===== src/rtl/dtc_rr_sched_if.sv =====
// Request/response handshake bundle between the front-end requesters, the
// dtc_rr_sched scheduler and the response consumer.
interface dtc_rr_sched_if #(
    parameter int NUM_REQ = 4,
    parameter int W       = 8,
    parameter int IDW     = $clog2(NUM_REQ)
);
    logic [NUM_REQ-1:0]   req_valid;
    logic [NUM_REQ*W-1:0] req_data;
    logic [NUM_REQ-1:0]   req_ready;
    logic                 rsp_valid;
    logic                 rsp_ready;
    logic [IDW-1:0]       rsp_id;
    logic [W-1:0]         rsp_data;

    // The scheduler's view of the bundle.
    modport slave (
        input  req_valid, req_data, rsp_ready,
        output req_ready, rsp_valid, rsp_id, rsp_data
    );

    // The view of the requesters and the response consumer.
    modport master (
        output req_valid, req_data, rsp_ready,
        input  req_ready, rsp_valid, rsp_id, rsp_data
    );
endinterface


===== src/rtl/dtc_rr_sched.sv =====
// Round-robin scheduler sharing one combinational decision-tree classifier
// among NUM_REQ requesters through a two-stage (A: classifier input, B: response) pipeline.
module dtc_rr_sched #(
    parameter int NUM_REQ = 4,
    parameter int W       = 8,
    parameter int IDW     = $clog2(NUM_REQ)
) (
    input  logic                clk,
    input  logic                rst,
    input  logic                i_en,
    dtc_rr_sched_if.slave       bus,
    output logic [W-1:0]        o_dtc_inp,
    input  logic [W-1:0]        i_dtc_outp,
    output logic                o_busy,
    output logic [15:0]         o_acc_cnt
);

    logic               r_a_valid;
    logic [IDW-1:0]     r_a_id;
    logic [W-1:0]       r_dtc_inp;
    logic               r_rsp_valid;
    logic [IDW-1:0]     r_rsp_id;
    logic [W-1:0]       r_rsp_data;
    logic [IDW-1:0]     r_ptr;
    logic [15:0]        r_acc_cnt;

    logic               w_b_free;
    logic               w_a_free;
    logic               w_grant_vld;
    logic [IDW-1:0]     w_grant_id;
    logic [IDW:0]       w_idx;
    logic               w_accept;
    logic               w_transfer;
    logic [W-1:0]       w_sel_data;
    logic [IDW-1:0]     w_ptr_next;
    logic [NUM_REQ-1:0] w_req_ready;

    assign w_b_free   = !r_rsp_valid || bus.rsp_ready;
    assign w_a_free   = !r_a_valid || w_b_free;
    assign w_transfer = r_a_valid && w_b_free;

    // Search upward from the priority pointer, wrapping modulo NUM_REQ; the first asserted request wins.
    always_comb begin
        w_grant_vld = 1'b0;
        w_grant_id  = '0;
        w_idx       = '0;
        for (int i = 0; i < NUM_REQ; i++) begin
            w_idx = {1'b0, r_ptr} + (IDW+1)'(i);
            if (w_idx >= (IDW+1)'(NUM_REQ)) begin
                w_idx = w_idx - (IDW+1)'(NUM_REQ);
            end
            if (!w_grant_vld && bus.req_valid[w_idx[IDW-1:0]]) begin
                w_grant_vld = 1'b1;
                w_grant_id  = w_idx[IDW-1:0];
            end
        end
    end

    assign w_accept   = w_grant_vld && i_en && w_a_free;
    assign w_sel_data = bus.req_data[int'(w_grant_id)*W +: W];
    assign w_ptr_next = (w_grant_id == IDW'(NUM_REQ-1)) ? '0 : w_grant_id + 1'b1;

    always_comb begin
        w_req_ready = '0;
        if (w_accept) begin
            w_req_ready[w_grant_id] = 1'b1;
        end
    end

    // Stage A: the registered classifier input; priority only rotates on an accept.
    always_ff @(posedge clk or posedge rst) begin
        if (rst) begin
            r_a_valid <= 1'b0;
            r_a_id    <= '0;
            r_dtc_inp <= '0;
            r_ptr     <= '0;
            r_acc_cnt <= '0;
        end else if (w_accept) begin
            r_a_valid <= 1'b1;
            r_a_id    <= w_grant_id;
            r_dtc_inp <= w_sel_data;
            r_ptr     <= w_ptr_next;
            r_acc_cnt <= r_acc_cnt + 16'd1;
        end else if (w_transfer) begin
            r_a_valid <= 1'b0;
        end
    end

    // Stage B: captures the classifier result and holds it until the consumer takes it.
    always_ff @(posedge clk or posedge rst) begin
        if (rst) begin
            r_rsp_valid <= 1'b0;
            r_rsp_id    <= '0;
            r_rsp_data  <= '0;
        end else if (w_transfer) begin
            r_rsp_valid <= 1'b1;
            r_rsp_id    <= r_a_id;
            r_rsp_data  <= i_dtc_outp;
        end else if (r_rsp_valid && bus.rsp_ready) begin
            r_rsp_valid <= 1'b0;
        end
    end

    assign bus.req_ready = w_req_ready;
    assign bus.rsp_valid = r_rsp_valid;
    assign bus.rsp_id    = r_rsp_id;
    assign bus.rsp_data  = r_rsp_data;
    assign o_dtc_inp     = r_dtc_inp;
    assign o_busy        = r_a_valid || r_rsp_valid;
    assign o_acc_cnt     = r_acc_cnt;

endmodule


===== src/flat_wrapper.sv =====
// flat-port wrapper written by rule: the top's interface ports become plain ports
module dtc_rr_sched_flat 
#(
    parameter int NUM_REQ = 4,
    parameter int W       = 8,
    parameter int IDW     = $clog2(NUM_REQ)
)
  (clk, rst, i_en, o_dtc_inp, i_dtc_outp, o_busy, o_acc_cnt, bus_req_valid, bus_req_data, bus_rsp_ready, bus_req_ready, bus_rsp_valid, bus_rsp_id, bus_rsp_data);
  dtc_rr_sched_if #(.NUM_REQ(NUM_REQ), .W(W), .IDW(IDW)) bus_i ();
  input  logic clk;
  input  logic rst;
  input  logic i_en;
  output logic [W-1:0] o_dtc_inp;
  input  logic [W-1:0] i_dtc_outp;
  output logic o_busy;
  output logic [15:0] o_acc_cnt;
  input wire logic [$bits(bus_i.req_valid)-1:0] bus_req_valid;
  input wire logic [$bits(bus_i.req_data)-1:0] bus_req_data;
  input wire logic [$bits(bus_i.rsp_ready)-1:0] bus_rsp_ready;
  output wire logic [$bits(bus_i.req_ready)-1:0] bus_req_ready;
  output wire logic [$bits(bus_i.rsp_valid)-1:0] bus_rsp_valid;
  output wire logic [$bits(bus_i.rsp_id)-1:0] bus_rsp_id;
  output wire logic [$bits(bus_i.rsp_data)-1:0] bus_rsp_data;
  assign bus_i.req_valid = bus_req_valid;
  assign bus_i.req_data = bus_req_data;
  assign bus_i.rsp_ready = bus_rsp_ready;
  assign bus_req_ready = bus_i.req_ready;
  assign bus_rsp_valid = bus_i.rsp_valid;
  assign bus_rsp_id = bus_i.rsp_id;
  assign bus_rsp_data = bus_i.rsp_data;
  dtc_rr_sched #(.NUM_REQ(NUM_REQ), .W(W), .IDW(IDW)) u_core (.clk(clk), .rst(rst), .i_en(i_en), .bus(bus_i), .o_dtc_inp(o_dtc_inp), .i_dtc_outp(i_dtc_outp), .o_busy(o_busy), .o_acc_cnt(o_acc_cnt));
endmodule

===== config.mk =====
export PLATFORM = sky130hd
export DESIGN_NAME = dtc_rr_sched_flat
export DESIGN_NICKNAME = d
export VERILOG_FILES = /design/src/rtl/dtc_rr_sched_if.sv /design/src/rtl/dtc_rr_sched.sv /design/src/flat_wrapper.sv
export SDC_FILE = /design/constraint.sdc
export NUM_CORES = 1
export LEC_CHECK = 0
export CORE_MARGIN = 2
export CORE_UTILIZATION = 42
export DETAILED_ROUTE_END_ITERATION = 12
export PLACE_DENSITY = 0.8
export SLEW_MARGIN = 20
export SYNTH_ARGS = -nofsm -noshare
export SYNTH_HDL_FRONTEND = slang
export SYNTH_SLANG_ARGS = --single-unit

===== constraint.sdc =====
create_clock -name clk -period 2.4 [get_ports clk]
set_input_delay 0.36 -clock clk [delete_from_list [all_inputs] [get_ports clk]]
set_output_delay 0.36 -clock clk [all_outputs]
set_load 0.005 [all_outputs]

==> flow_summary.yaml, run 1 <==
run_status:
  status: "finished, final reports clean"
logic_synthesis:
  synth.top_cells.by_area: "dfrtp_1 (50%), xnor2_1 (5.7%), mux2_2 (5.6%)"
  synthFlopType: "dfrtp_1"
  ys_ff_latch: 40
  synth.top_cell.area_share: 0.498
  syn-num-nets: 237
  syn_area_um2: 2010
  ys_seq_area_frac: 0.498
  synth-edff-count: 0
  postSynthAreaPerCell_um2: 10.7
  syn_inst: 188
  yosysWarnings: 0
  yosysUniqueCellTypes: 40
  synth_top_area_cell: "dfrtp_1"
  async_flop_share: 1.00
finish:
  fin_cells: 347
  final_common_cell: "clkdlybuf4s50_1"
  fin_area_um2: 3160
  finalNetCount: 341
  drive_above_1_share: 0.164
  area_growth_pct: 57.1
  final_util: 0.678
  final_cell_mix: "clkdlybuf4s50_1 (81), dfrtp_1 (39), nand2_1 (29)"
  antennaDiodeCount: 0
worst_setup_path:
  crit_buf_inv: 1
  slowest_delay_ps: 450
  worstPathArrival_ps: 1990
  crit_path_end_kind: "primary output"
  required_ps: 2040
  reg2reg_depth: 6
  worstSetupPathType: "reg -> out"
  start_kind: "flip-flop"
  r2r-start: "u_core.r_ptr[1]"
  crit_chain: "mux2i_1 > nor2_2 > or2_1 > and3_2 > clkdlybuf4s50_1"
  cp_top_family: "simple AND/OR/NAND/NOR gates"
  cp_max_fo: 6
  worst-path-stages: 5
  r2r_end: "u_core.o_dtc_inp[2]"
  r2r_slack_ps: 470
  cpMaxStageDelayCell: "clkdlybuf4s50_1"
grt:
  antenna_found_initial: 0
  grt_pass1_vias: 1764
  track_usage: 0.197
  grt_pass1_wl_um: 8160
  overflow: 0
  grt_start_max_net_pins: 41
clock_network:
  tritoncts: "built"
  cts_hold_buf: 0
  clock_latency_ps: 280
  clkSinkCount: 40
  htreeDepth: 2
  clock-root-buffer: "clkbuf_8"
  cts_buffer_depth: 2
  clkTransAtPathRegs_ps: 80
  cts_buffers: 5
timing:
  slew_violations: 0
  period_share: 0.978
  finClkSkew_ps: 2.76
  fmax_ghz: 0.426
  setup_viol: 0
  slew_headroom: 0.662
  finalHoldViolations: 0
  worst_pin_slew_ps: 507
  period_needed_ps: 2350
min_path:
  min_from: "u_core.r_a_id[1]"
  whs_path_depth: 1
  hp-class: "reg -> reg"
  whs_endpoint: "u_core.r_a_id[1]"
power:
  power_density_nw_per_um2: 810
  p_leak_nw: 1.36
  ir_drop_v: 0.000433
place:
  port_buffers: 87
  place_area_um2: 2990
  gp_congestion: 0.746
  hpwl_um: 3680
  dp_cells: 335
routing:
  viasPerCell: 5.22
  route.detailed.drc: 0
  post_drt_wl_per_cell_um: 14.4
  dr.pass1.iters: 4
  drt_iter0_markers: 133
  vias: 1810
  drtAntennaViolNets: 0
  routed_wl_um: 5010
job:
  drv_cap: 0
die:
  fp-row-count: 25
  start_util: 0.431
  dieArea_um2: 5360
  die_h_um: 73.2
  io_pins: 88
  core_area_um2: 4660
  die_width_um: 73.2
==> cells in the mapped netlist (2+ instances only) <==
cell type and number:
o21ai_0 2, a21oi_1 2, a311oi_1 7, nand4_1 3, a2111oi_0 7, nor3b_1 8
nand2_1 29, and2_1 2, and3_1 2, dfrtp_1 40, nand2b_1 2, xor2_1 3
buf_2 3, buf_6 3, nor3_1 4, mux2_2 10, nand3_1 8, xnor2_1 13
inv_1 6, nor2_1 14
==> routing by layer <==
| layer | global-route usage | vias to the layer above | wire length (um) |
|---|---|---|---|
| met5 | 0 | - | 0 |
| met4 | 0.0597 | 0 | 68 |
| met3 | 0.0635 | 7 | 364 |
| met2 | 0.324 | 71 | 2400 |
| met1 | 0.247 | 853 | 2180 |
| li1 | - | 879 | - |
==> worst max path at each step <==
stage | from | endpoint | slack [ps]
after floorplan | bus_req_valid[2] | bus_req_ready[2] | 580
after global placement | bus_req_valid[0] | bus_req_ready[0] | -130
after detailed placement | bus_req_valid[0] | bus_req_ready[0] | -190
after CTS | bus_req_valid[2] | bus_req_ready[0] | 10
after global routing | u_core.r_ptr[1] | bus_req_ready[2] | -20
final | u_core.r_ptr[1] | bus_req_ready[2] | 50
==> logic make-up after synthesis <==
| logic type | after synthesis | synth area share |
|---|---|---|
| and+or+nand+nor | 79 | 0.195 |
| DFF | 40 | 0.498 |
| AOI/OAI and AO/OA | 27 | 0.125 |
| xor gates and xnor gates | 16 | 0.0697 |
| buffers and inverters | 14 | 0.0448 |
| muxes | 11 | 0.0610 |
| adders and majority gates | 1 | 0.00622 |
==> registers in the layout, indices dropped and copies added, names as in the netlist <==
register	cells
u_core.bus.rsp_valid	1
u_core.r_a_id	2
u_core.bus.rsp_id	2
u_core.r_ptr	2
u_core.o_acc_cnt	16
u_core.o_dtc_inp	8
u_core.bus.rsp_data	8
u_core.r_a_valid	1
==> worst reg2reg max path: cells and delay by family, from the launching register on <==
family                 cells  cell delay (ps)
AOI/OAI and AO/OA          2              550
buffers and inverters      1              200
DFF                        1              430
muxes                      1              250
and+or+nand+nor            2              350
==> stage by stage <==
step / hold slack (ps) / power, W / TNS [ps] / setup slack [ps]
3_3_place_gp: 459 / 0.00196 / -374 / -128
5_1_grt: 493 / 0.00272 / -22.0 / -19.3
6_report: 483 / 0.00256 / 0 / 52.7
3_5_place_dp: 469 / 0.00197 / -568 / -188
2_1_floorplan: 442 / 0.00144 / 0 / 581
4_1_cts: 487 / 0.00254 / 0 / 13.9
==> area by class of cell <==
cell class | instances | area (um2)
fill | 374 | 1500
sequential | 40 | 1000
clock buffer | 6 | 72.6
timing repair buffer | 105 | 1010
multi-input combinational | 134 | 948
clock inverter | 2 | 35.0
tap | 54 | 67.6
inverter | 6 | 22.5
==> power by group <==
part	leakage [nW]	internal [W]	total [W]	switching [W]
clock network	0.0552	0.000309	0.000535	0.000227
logic	0.821	0.000620	0.00102	0.000399
registers	0.479	0.000851	0.00100	0.000151
==> timing repair <==
action	in CTS	in global routing
buffers inserted	1	3
pin swaps	2	3
gates cloned	0	0
gates resized for setup	8	6
setup endpoints to repair	4	4
(Power assumes the default switching activity.)
==> inputs of run 2 (changes only) <==
--- a/config.mk
+++ b/config.mk
@@ -5,6 +5,7 @@
 export SDC_FILE = /design/constraint.sdc
 export NUM_CORES = 1
 export LEC_CHECK = 0
+export CAP_MARGIN = 30
 export CORE_MARGIN = 2
 export CORE_UTILIZATION = 42
 export DETAILED_ROUTE_END_ITERATION = 12
==> results of run 2 <==
The final DEF is identical to that of run 1; final timing and power are the same.
==> inputs of run 3 (changes only) <==
--- a/config.mk
+++ b/config.mk
@@ -9,6 +9,7 @@
 export CORE_MARGIN = 2
 export CORE_UTILIZATION = 42
 export DETAILED_ROUTE_END_ITERATION = 12
+export MAX_ROUTING_LAYER = met4
 export PLACE_DENSITY = 0.8
 export SLEW_MARGIN = 20
 export SYNTH_ARGS = -nofsm -noshare
==> flow_summary.yaml, run 3 (synthesized netlist as in run 1, its figures left out) <==
timing:
  totalNegativeSetupSlack_ps: 0
  setup_viol: 0
  fmax_ghz: 0.427
  slew_violations: 0
  fin_hold_ws_ps: 483
  finClkSkew_ps: 3.33
  worst_pin_slew_ps: 507
  slew_headroom: 0.662
  rsz0062_at_grt: "false"
  finalHoldViolations: 0
  period_needed_ps: 2340
  period_share: 0.975
  setup_slack_ps: 60.1
worst_setup_path:
  required_ps: 2040
  crit_buf_inv: 1
  cp_top_family: "simple AND/OR/NAND/NOR gates"
  worstSetupPathType: "reg -> out"
  cp_max_fo: 6
  crit_chain: "mux2i_1 > nor2_2 > or2_1 > and3_2 > clkdlybuf4s50_1"
  cpMaxStageDelayCell: "clkdlybuf4s50_1"
  start_kind: "flip-flop"
  slowest_delay_ps: 450
  worstPathArrival_ps: 1980
  crit_path_end_kind: "primary output"
routing:
  drt_iter0_markers: 143
  route.detailed.drc: 0
  vias: 1801
  drtAntennaViolNets: 0
  dr.pass1.iters: 4
  routed_wl_um: 5020
  viasPerCell: 5.21
  post_drt_wl_per_cell_um: 14.5
finish:
  area_growth_pct: 56.6
  drive_above_1_share: 0.161
  fillers: 376
  final_common_cell: "clkdlybuf4s50_1"
  antennaDiodeCount: 0
  largest_reg_flops: 16
  final_cell_mix: "clkdlybuf4s50_1 (82), dfrtp_1 (39), nand2_1 (29)"
  finalNetCount: 340
run_status:
  status: "finished, final reports clean"
grt:
  grt_pass1_vias: 1772
  overflow: 0
  antenna_found_initial: 0
  grt_pass1_wl_um: 8190
  track_usage: 0.204
  grt_start_max_net_pins: 41
power:
  power_density_nw_per_um2: 812
  fin_total_pwr_w: 0.00256
  ir_drop_v: 0.000434
  p_leak_nw: 1.33
place:
  port_buffers: 87
  gp_congestion: 0.755
  hpwl_um: 3680
  pre_cts_ws_ps: -188
job:
  drv_cap: 0
clock_network:
  clkSinkCount: 40
  cts_buffers: 5
  htreeDepth: 2
  clock_latency_ps: 290
  clock-root-buffer: "clkbuf_8"
  cts_hold_buf: 0
  cts_buffer_depth: 2
  tritoncts: "built"
  clkTransAtPathRegs_ps: 80
die:
  io_pins: 88
  core_area_um2: 4660
  start_util: 0.431
  die_h_um: 73.2
  die_width_um: 73.2
  dieArea_um2: 5360
  fp-row-count: 25
min_path:
  hp-class: "reg -> reg"
run 3: cell types whose count changed in the layout (fill, tap and decap cells not counted), sizes merged:
cell           change
clkdlybuf4s50      +1
buf                -1
dlymetal6s2s       -1
run 3: metal layers:
layer,wire length [um],global-route usage
met5,0,-
met4,66,0.0597
met3,356,0.0483
met2,2350,0.325
met1,2250,0.257
run 3: power by group:
group          total (W)  switching (W)  internal [W]
clock           0.000538       0.000229      0.000309
combinational    0.00101       0.000400      0.000615
sequential       0.00100       0.000152      0.000851
run 3: area by class of cell:
class                   instances  area, um2  area share
flip-flops and latches         40       1000       0.318
repair buffers                104       1000       0.318
multi-input cells             134        948       0.301
clock buffers                   6       72.6      0.0231
well taps                      54       67.6      0.0215
clock inverters                 2       35.0      0.0111
inverters                       6       22.5     0.00715
run 3: path summary, 6_finish.rpt:
path,start,endpoint,slack [ps],depth (start not counted)
worst min register to register,u_core.r_a_id[1],u_core.r_a_id[1],480,1
worst min-delay path,u_core.r_a_id[1],u_core.r_a_id[1],480,1
max in group asynchronous,rst,u_core.r_ptr[1],1520,3
min in group asynchronous,rst,u_core.bus.rsp_data[3],500,3
worst max register to register,u_core.r_ptr[1],u_core.o_dtc_inp[2],470,6
worst max-delay path,u_core.r_ptr[1],bus_req_ready[2],60,5
run 3: timing repair:
item                       in CTS  in global routing
cloned                          0                  0
buffers inserted                1                  2
setup endpoints to repair       4                  4
resized for setup               8                  6
pin swaps                       2                  3
run 3: per-stage QoR:
stage | std cells | cell area [um2] | utilization
final | 346 | 3150 | 0.675
after global routing | 346 | 3150 | 0.675
after CTS | 344 | 3110 | 0.668
after detailed placement | 335 | 2990 | 0.641
after global placement | 335 | 2990 | 0.641
after floorplan | 188 | 2010 | -
